`src/rtl/race_reaction_timer.sv`:
```
// Driver-side reaction timer: measures green-to-launch cycles or flags a false start.
// Optional abort on no launch within TIMEOUT cycles is enabled by defining RRT_TIMEOUT_EN.
module race_reaction_timer #(
  parameter int unsigned CNT_W   = 8,
  parameter int unsigned TIMEOUT = 200
) (
  input  logic             CLOCK,
  input  logic             RESET,
  input  logic             RED,
  input  logic             YELLOW,
  input  logic             GREEN,
  input  logic             LAUNCH,
  input  logic             ACK,
  output logic [CNT_W-1:0] REACT_TIME,
  output logic             VALID,
  output logic             FALSE_START,
  output logic             LIGHT_ERR,
  output logic             TIMED_OUT
);

`ifdef RRT_TIMEOUT_EN
  typedef enum logic [2:0] {
    S_IDLE, S_STAGED, S_ARMED, S_TIMING, S_RESULT, S_FOUL, S_TMO
  } state_t;
`else
  typedef enum logic [2:0] {
    S_IDLE, S_STAGED, S_ARMED, S_TIMING, S_RESULT, S_FOUL
  } state_t;
`endif

  localparam logic [CNT_W-1:0] CNT_MAX = '1;

  // TIMEOUT has to be reachable by the saturating counter.
  if (TIMEOUT > (2 ** CNT_W) - 1) begin : g_bad_timeout
    $error("race_reaction_timer: TIMEOUT exceeds counter range");
  end

  state_t           state;
  logic [CNT_W-1:0] cnt;
  logic             is_r;
  logic             is_y;
  logic             is_g;
  logic             is_bad;

  always_comb begin
    is_r   = ({RED, YELLOW, GREEN} == 3'b100);
    is_y   = ({RED, YELLOW, GREEN} == 3'b010);
    is_g   = ({RED, YELLOW, GREEN} == 3'b001);
    is_bad = !(is_r || is_y || is_g);
  end

`ifdef RRT_TIMEOUT_EN
  localparam logic [CNT_W-1:0] TMO_CNT = CNT_W'(TIMEOUT);
  logic timed_out_q;
  assign TIMED_OUT = timed_out_q;
`else
  assign TIMED_OUT = 1'b0;
`endif

  always_ff @(posedge CLOCK) begin
    if (RESET) begin
      state       <= S_IDLE;
      cnt         <= '0;
      REACT_TIME  <= '0;
      VALID       <= 1'b0;
      FALSE_START <= 1'b0;
      LIGHT_ERR   <= 1'b0;
`ifdef RRT_TIMEOUT_EN
      timed_out_q <= 1'b0;
`endif
    end else begin
      case (state)
        S_IDLE: begin
          if (is_r) state <= S_STAGED;
        end

        S_STAGED, S_ARMED: begin
          if (is_bad) LIGHT_ERR <= 1'b1;
          if (LAUNCH) begin
            state       <= S_FOUL;
            FALSE_START <= 1'b1;
          end else if (is_g) begin
            state <= S_TIMING;
            cnt   <= CNT_W'(1);
          end else if (is_y) begin
            state <= S_ARMED;
          end
        end

        S_TIMING: begin
          if (is_bad) LIGHT_ERR <= 1'b1;
          if (LAUNCH) begin
            state      <= S_RESULT;
            REACT_TIME <= cnt;
            VALID      <= 1'b1;
          end else if (is_r) begin
            state <= S_STAGED;
          end else begin
`ifdef RRT_TIMEOUT_EN
            if (cnt == TMO_CNT) begin
              state       <= S_TMO;
              timed_out_q <= 1'b1;
            end else
`endif
            if (cnt != CNT_MAX) cnt <= cnt + 1'b1;
          end
        end

`ifdef RRT_TIMEOUT_EN
        S_RESULT, S_FOUL, S_TMO: begin
`else
        S_RESULT, S_FOUL: begin
`endif
          if (ACK) begin
            state       <= S_IDLE;
            VALID       <= 1'b0;
            FALSE_START <= 1'b0;
            LIGHT_ERR   <= 1'b0;
`ifdef RRT_TIMEOUT_EN
            timed_out_q <= 1'b0;
`endif
          end
        end

        default: state <= S_IDLE;
      endcase
    end
  end

endmodule

```
`config.mk`:
```
export PLATFORM = sky130hd
export DESIGN_NAME = race_reaction_timer
export DESIGN_NICKNAME = d
export VERILOG_FILES = /design/src/rtl/race_reaction_timer.sv
export SDC_FILE = /design/constraint.sdc
export NUM_CORES = 1
export LEC_CHECK = 0
export CORE_MARGIN = 2
export CORE_UTILIZATION = 55
export DETAILED_ROUTE_END_ITERATION = 8
export PLACE_DENSITY = 0.82
export SETUP_SLACK_MARGIN = 0.3
export SYNTH_ARGS = -nofsm -noshare
export SYNTH_HDL_FRONTEND = slang
export SYNTH_SLANG_ARGS = --single-unit
```
`constraint.sdc`:
```
create_clock -name CLOCK -period 2.6 [get_ports CLOCK]
set_input_delay 0.52 -clock CLOCK [delete_from_list [all_inputs] [get_ports CLOCK]]
set_output_delay 0.52 -clock CLOCK [all_outputs]
set_load 0.01 [all_outputs]
```
## Word-level counts from Yosys, hierarchy flattened

Index checks and enable logic that the tools add are counted.

| word-level totals | value |
|---|---|
| flip-flop bits (word level) | 22 |
| input bits | 7 |
| output and inout bits | 12 |
| word-level logic and storage cells | 61 |

| operators by class | value |
|---|---|
| $add $sub $neg | 1 |
| equal/unequal tests | 19 |
| muxes and demuxes | 19 |
| reduce and logical (&&, ||, !) cells | 16 |

Operators by type and width:

| cell | number |
|---|---|
| two-way mux 8 bit | 5 |
| two-way mux 3 bit | 6 |
| inequality test 2 bit, second input constant | 9 |
| case mux 8 bit (2 select lines) | 1 |
| case mux 3 bit (4 select lines) | 1 |
| equality test 3 x 2 -> 1 bit, second input constant | 3 |
| equality test 3 bit, second input constant | 3 |
| AND reduction 3 bit | 3 |
| adder 8 x 1 -> 8 bit, second input constant | 1 |
| inequality test 8 bit, second input constant | 1 |
| nonzero test 2 bit | 4 |
| equality test 3 x 1 -> 1 bit, second input constant | 2 |
| case mux 1 bit (2 select lines) | 3 |
| AND reduction 6 bit | 1 |
| inequality test 4 bit, second input constant | 1 |
| AND reduction 2 bit | 2 |
| OR reduction 2 bit | 2 |
| logical NOT 3 bit | 1 |
| two-way mux 1 bit | 3 |
| OR reduction 3 bit | 1 |
| logical OR 1 bit | 2 |

## Depth between registers and ports, before layout

| logic depth | value |
|---|---|
| word-level depth | 5 |
| gate-level depth with buffers | 7 |
| depth with buffers taken out | 5 |

## Least setup slack after synthesis

No wires, ideal clock.

| path | value |
|---|---|
| path type | input -> register |
| start | input YELLOW |
| end | register cnt[1] |
| arrival time | 1653 ps |
| required time | 2528 ps |
| path slack | 875 ps |
| cell stages on the path | 4 |
| path through | or3b_1 a2111o_1 a21oi_4 mux2i_1 |

| on the way | value |
|---|---|
| longest elaborated chain between the ends | 3 |

Ends and longest elaborated chain:

| what | RTL line | text |
|---|---|---|
| start, declared | 10 | `input logic YELLOW,` |
| equality test 3 x 1 -> 1 bit or equality test 3 bit (tied branches) | 48, 46 |  |
| inequality test 2 bit (no line) | -- |  |
| AND reduction 6 bit (no line) * | -- |  |
| end signal, assigned | 105 | `if (cnt != CNT_MAX) cnt <= cnt + 1'b1;` |
| end, declared | 39 | `logic [CNT_W-1:0] cnt;` |

Every way passes the cells marked *; elsewhere a longest branch is shown, timed or not.
A chain may end at the register's enable or synchronous reset.

## Worst setup path in the final report

| path | value |
|---|---|
| start | input GREEN |
| end | register cnt[6] |

| on the way | value |
|---|---|
| longest elaborated chain between the ends | 3 |

Ends and longest elaborated chain:

| what | RTL line | text |
|---|---|---|
| start, declared | 11 | `input logic GREEN,` |
| equality test 3 x 1 -> 1 bit or equality test 3 bit (tied branches) | 48, 46 |  |
| inequality test 2 bit (no line) | -- |  |
| AND reduction 6 bit (no line) * | -- |  |

Marked as above.

==> results.sh <==
export IMPL_dp_cells=179
export IMPL_post_cts_buffers=0
export IMPL_antenna_found_initial=0
export IMPL_synthAdderAreaFrac_pct=1.10
export IMPL_die_y_um=49.5
export IMPL_synthMuxAreaShare_pct=0.880
export IMPL_arrival_ps=2210
export IMPL_period_needed_ps=2050
export IMPL_overflow=0
export IMPL_criticalPathCategory="input port to flop"
export IMPL_grt_first_pass_wirelength_um=4190
export IMPL_syn_cell_area_sq_um=1140
export IMPL_fillCellCount=167
export IMPL_numClockSinks=22
export IMPL_finalHoldViolations=0
export IMPL_r2r_setup_slack_ps=830
export IMPL_slew_headroom_pct=45.4
export IMPL_coreArea_sq_um=1960
export IMPL_yosysTopAreaCellShare_pct=38.7
export IMPL_vias_per_cell=5.85
export IMPL_timing_hold_ws_ps=460
export IMPL_critPathRequiredTime_ps=2760
export IMPL_synth_most_common_cell="nand2_1"
export IMPL_avgSynthCellArea_sq_um=7.95
export IMPL_routabilityCongestion=0.894
export IMPL_synth_xor_area_share_pct=1.54
export IMPL_first_global_vias=960
export IMPL_synth_nets=151
export IMPL_rr_worst_depth=5
export IMPL_clock_skew_ps=1.13
export IMPL_final_max_slew_violation_count=0
export IMPL_area_delta_synth_final_pct=18.3
export IMPL_vdd_drop_max_uv=250
export IMPL_hold_class="flop to flop"
export IMPL_drt_wl_total_um=2370
export IMPL_diodes=0
export IMPL_cts_buffers_inserted=3
export IMPL_initial_utilization_pct=58.0
export IMPL_cts_root_buffer="clkbuf_4"
export IMPL_io_pins=19
export IMPL_timing_fmax_ghz=0.488
export IMPL_cts_hold_fix_buffers=0
export IMPL_cts_tree="yes"
export IMPL_p_total_uw=580
export IMPL_synth_simple_area_share_pct=28.8
export IMPL_die_w_um=49.5
export IMPL_design_area_sq_um=1350
export IMPL_ys_ff_latch=22
export IMPL_die_area_sq_um=2450
export IMPL_cp_startpoint="GREEN"
export IMPL_grt_max_degree=24
export IMPL_min_from="REACT_TIME[7]"
export IMPL_endpoint="cnt[6]"
export IMPL_ant_nets=0
export IMPL_rsz0062_at_grt="false"
export IMPL_dr_pass1_iters=4
export IMPL_synth_seq_area_share_pct=38.7
export IMPL_synthTopCellsByArea="dfxtp_1, nand2_1, a21oi_1, o21ai_0, a31oi_1"
export IMPL_clk_latency_ps=300
export IMPL_grt_use_total_pct=21.6
export IMPL_synthTopCellsByCount="nand2_1, dfxtp_1, a21oi_1"
export IMPL_fp_row_count=16
export IMPL_cts_buffer_depth=2
export IMPL_drive_above_1_share_pct=6.41
export IMPL_finalNonFillerCells=183
export IMPL_timing_rr_end="cnt[3]"
export IMPL_p_leak_nw=0.448
export IMPL_maxCapViolCount=0
export IMPL_drc=0
export IMPL_synth_compound_area_share_pct=23.8
export IMPL_powerDensity_nw_per_um2=431
export IMPL_cp_max_fo=5
export IMPL_wire_per_inst_um=12.9
export IMPL_layout_nets=165
export IMPL_multi_input_area_sq_um=642
export IMPL_first_iter_violations=37
export IMPL_cts_htree_levels=1
export IMPL_ys_types=39
export IMPL_setup_tns_final_ps=0
export IMPL_post_cts_resized=0
export IMPL_setup_viol=0
export IMPL_place_area_sq_um=1310
export IMPL_dpl_hpwl_um=1730
export IMPL_synth_top_family_by_area="simple AND/OR/NAND/NOR gates"
export IMPL_post_route_period_util_pct=78.8
export IMPL_syn_inst=143
export IMPL_r2r_start="cnt[0]"
export IMPL_register_area_sq_um=440
export IMPL_status="completed"
export IMPL_io_buffer_count=17
export IMPL_critPathLaunchType="input port"
export IMPL_synth_main_ff_cell="dfxtp_1"
export IMPL_vias=1071
export IMPL_yosys_warnings=0
export IMPL_crit_path_end_kind="flop"
export IMPL_worstMarginPinSlew_ps=817
export IMPL_synth_edf_count=0
export IMPL_synthArstFlopShare_pct=0
export IMPL_synth_top_area_cell="dfxtp_1"
export IMPL_clk_pin_slew_ps=110
## placed cells by master (no fill, tap or decap), types with 2 or more instances in the layout
cell,netlist,final
dfxtp_1,22,22
and3_1,4,4
buf_4,1,2
nand2_1,26,26
a211oi_1,3,3
nor3b_1,3,3
nor2_1,4,4
a21oi_1,18,18
nand3b_1,4,4
nand3_1,4,4
o21ai_0,7,7
or3_1,2,2
inv_1,2,2
nand2b_1,2,2
nor3_1,3,3
and4_1,2,2
o21a_1,3,3
clkdlybuf4s50_1,0,17
a31oi_1,5,5
clkbuf_4,0,3
## cell families (layout without fill, tap and decap cells)
group / after synthesis / count (layout)
adder cells (fa/ha/maj): 1 / 1
multiplexers: 1 / 1
AO/OA/AOI/OAI: 43 / 43
AND/OR/NAND/NOR: 61 / 61
buffers and inverters: 12 / 25
flip-flops: 22 / 22
other: 1 / 1
XOR/XNOR: 2 / 2
## sequential cells by signal, indices dropped and copies added (netlist names)
signal	cells
LIGHT_ERR	1
VALID	1
state	3
REACT_TIME	8
cnt	8
FALSE_START	1
## area by class of cell
cell class              count  share of cell area, %
well taps                  27                   2.51
repair buffers             19                   13.8
inverters                   2                  0.558
multi-input cells         109                   47.7
flip-flops and latches     22                   32.7
clock buffers               4                   2.70
## through the flow
| step | setup WS (ps) | utilization, % |
|---|---|---|
| global route | 429 | 68.6 |
| global placement | 285 | 66.7 |
| floorplan | 875 | - |
| detailed placement | 237 | 66.7 |
| CTS | 566 | 68.6 |
| finish | 551 | 68.6 |
## worst max-delay path, cell delays in order
cell and delay (ps):
clkdlybuf4s50_1 540, or3b_1 360, a2111o_1 450, a21oi_4 220, a311oi_1 120
## power by group
group	total [mW]	internal (mW)	switching (mW)
registers	0.347	0.341	0.00657
clock network	0.184	0.0854	0.0985
logic	0.0487	0.0246	0.0241
## layer usage
layer	GRT usage [%]	routed length (um)	up-vias	part of all wire (%)
li1	-	-	539	-
met1	28.7	1150	499	49
met2	36.3	1090	31	46
met3	2.73	121	2	5.1
met4	7.41	4	0	0.17
met5	0	0	-	0
## worst min path at each step
stage / end / slack [ps] / cells after the start
floorplan: REACT_TIME[4] / 450 / 2
global placement: LIGHT_ERR / 440 / 2
detailed placement: REACT_TIME[7] / 450 / 2
CTS: REACT_TIME[7] / 460 / 2
global route: REACT_TIME[7] / 490 / 2
finish: REACT_TIME[7] / 460 / 2
No activity file was read; power rests on OpenSTA's default activity.
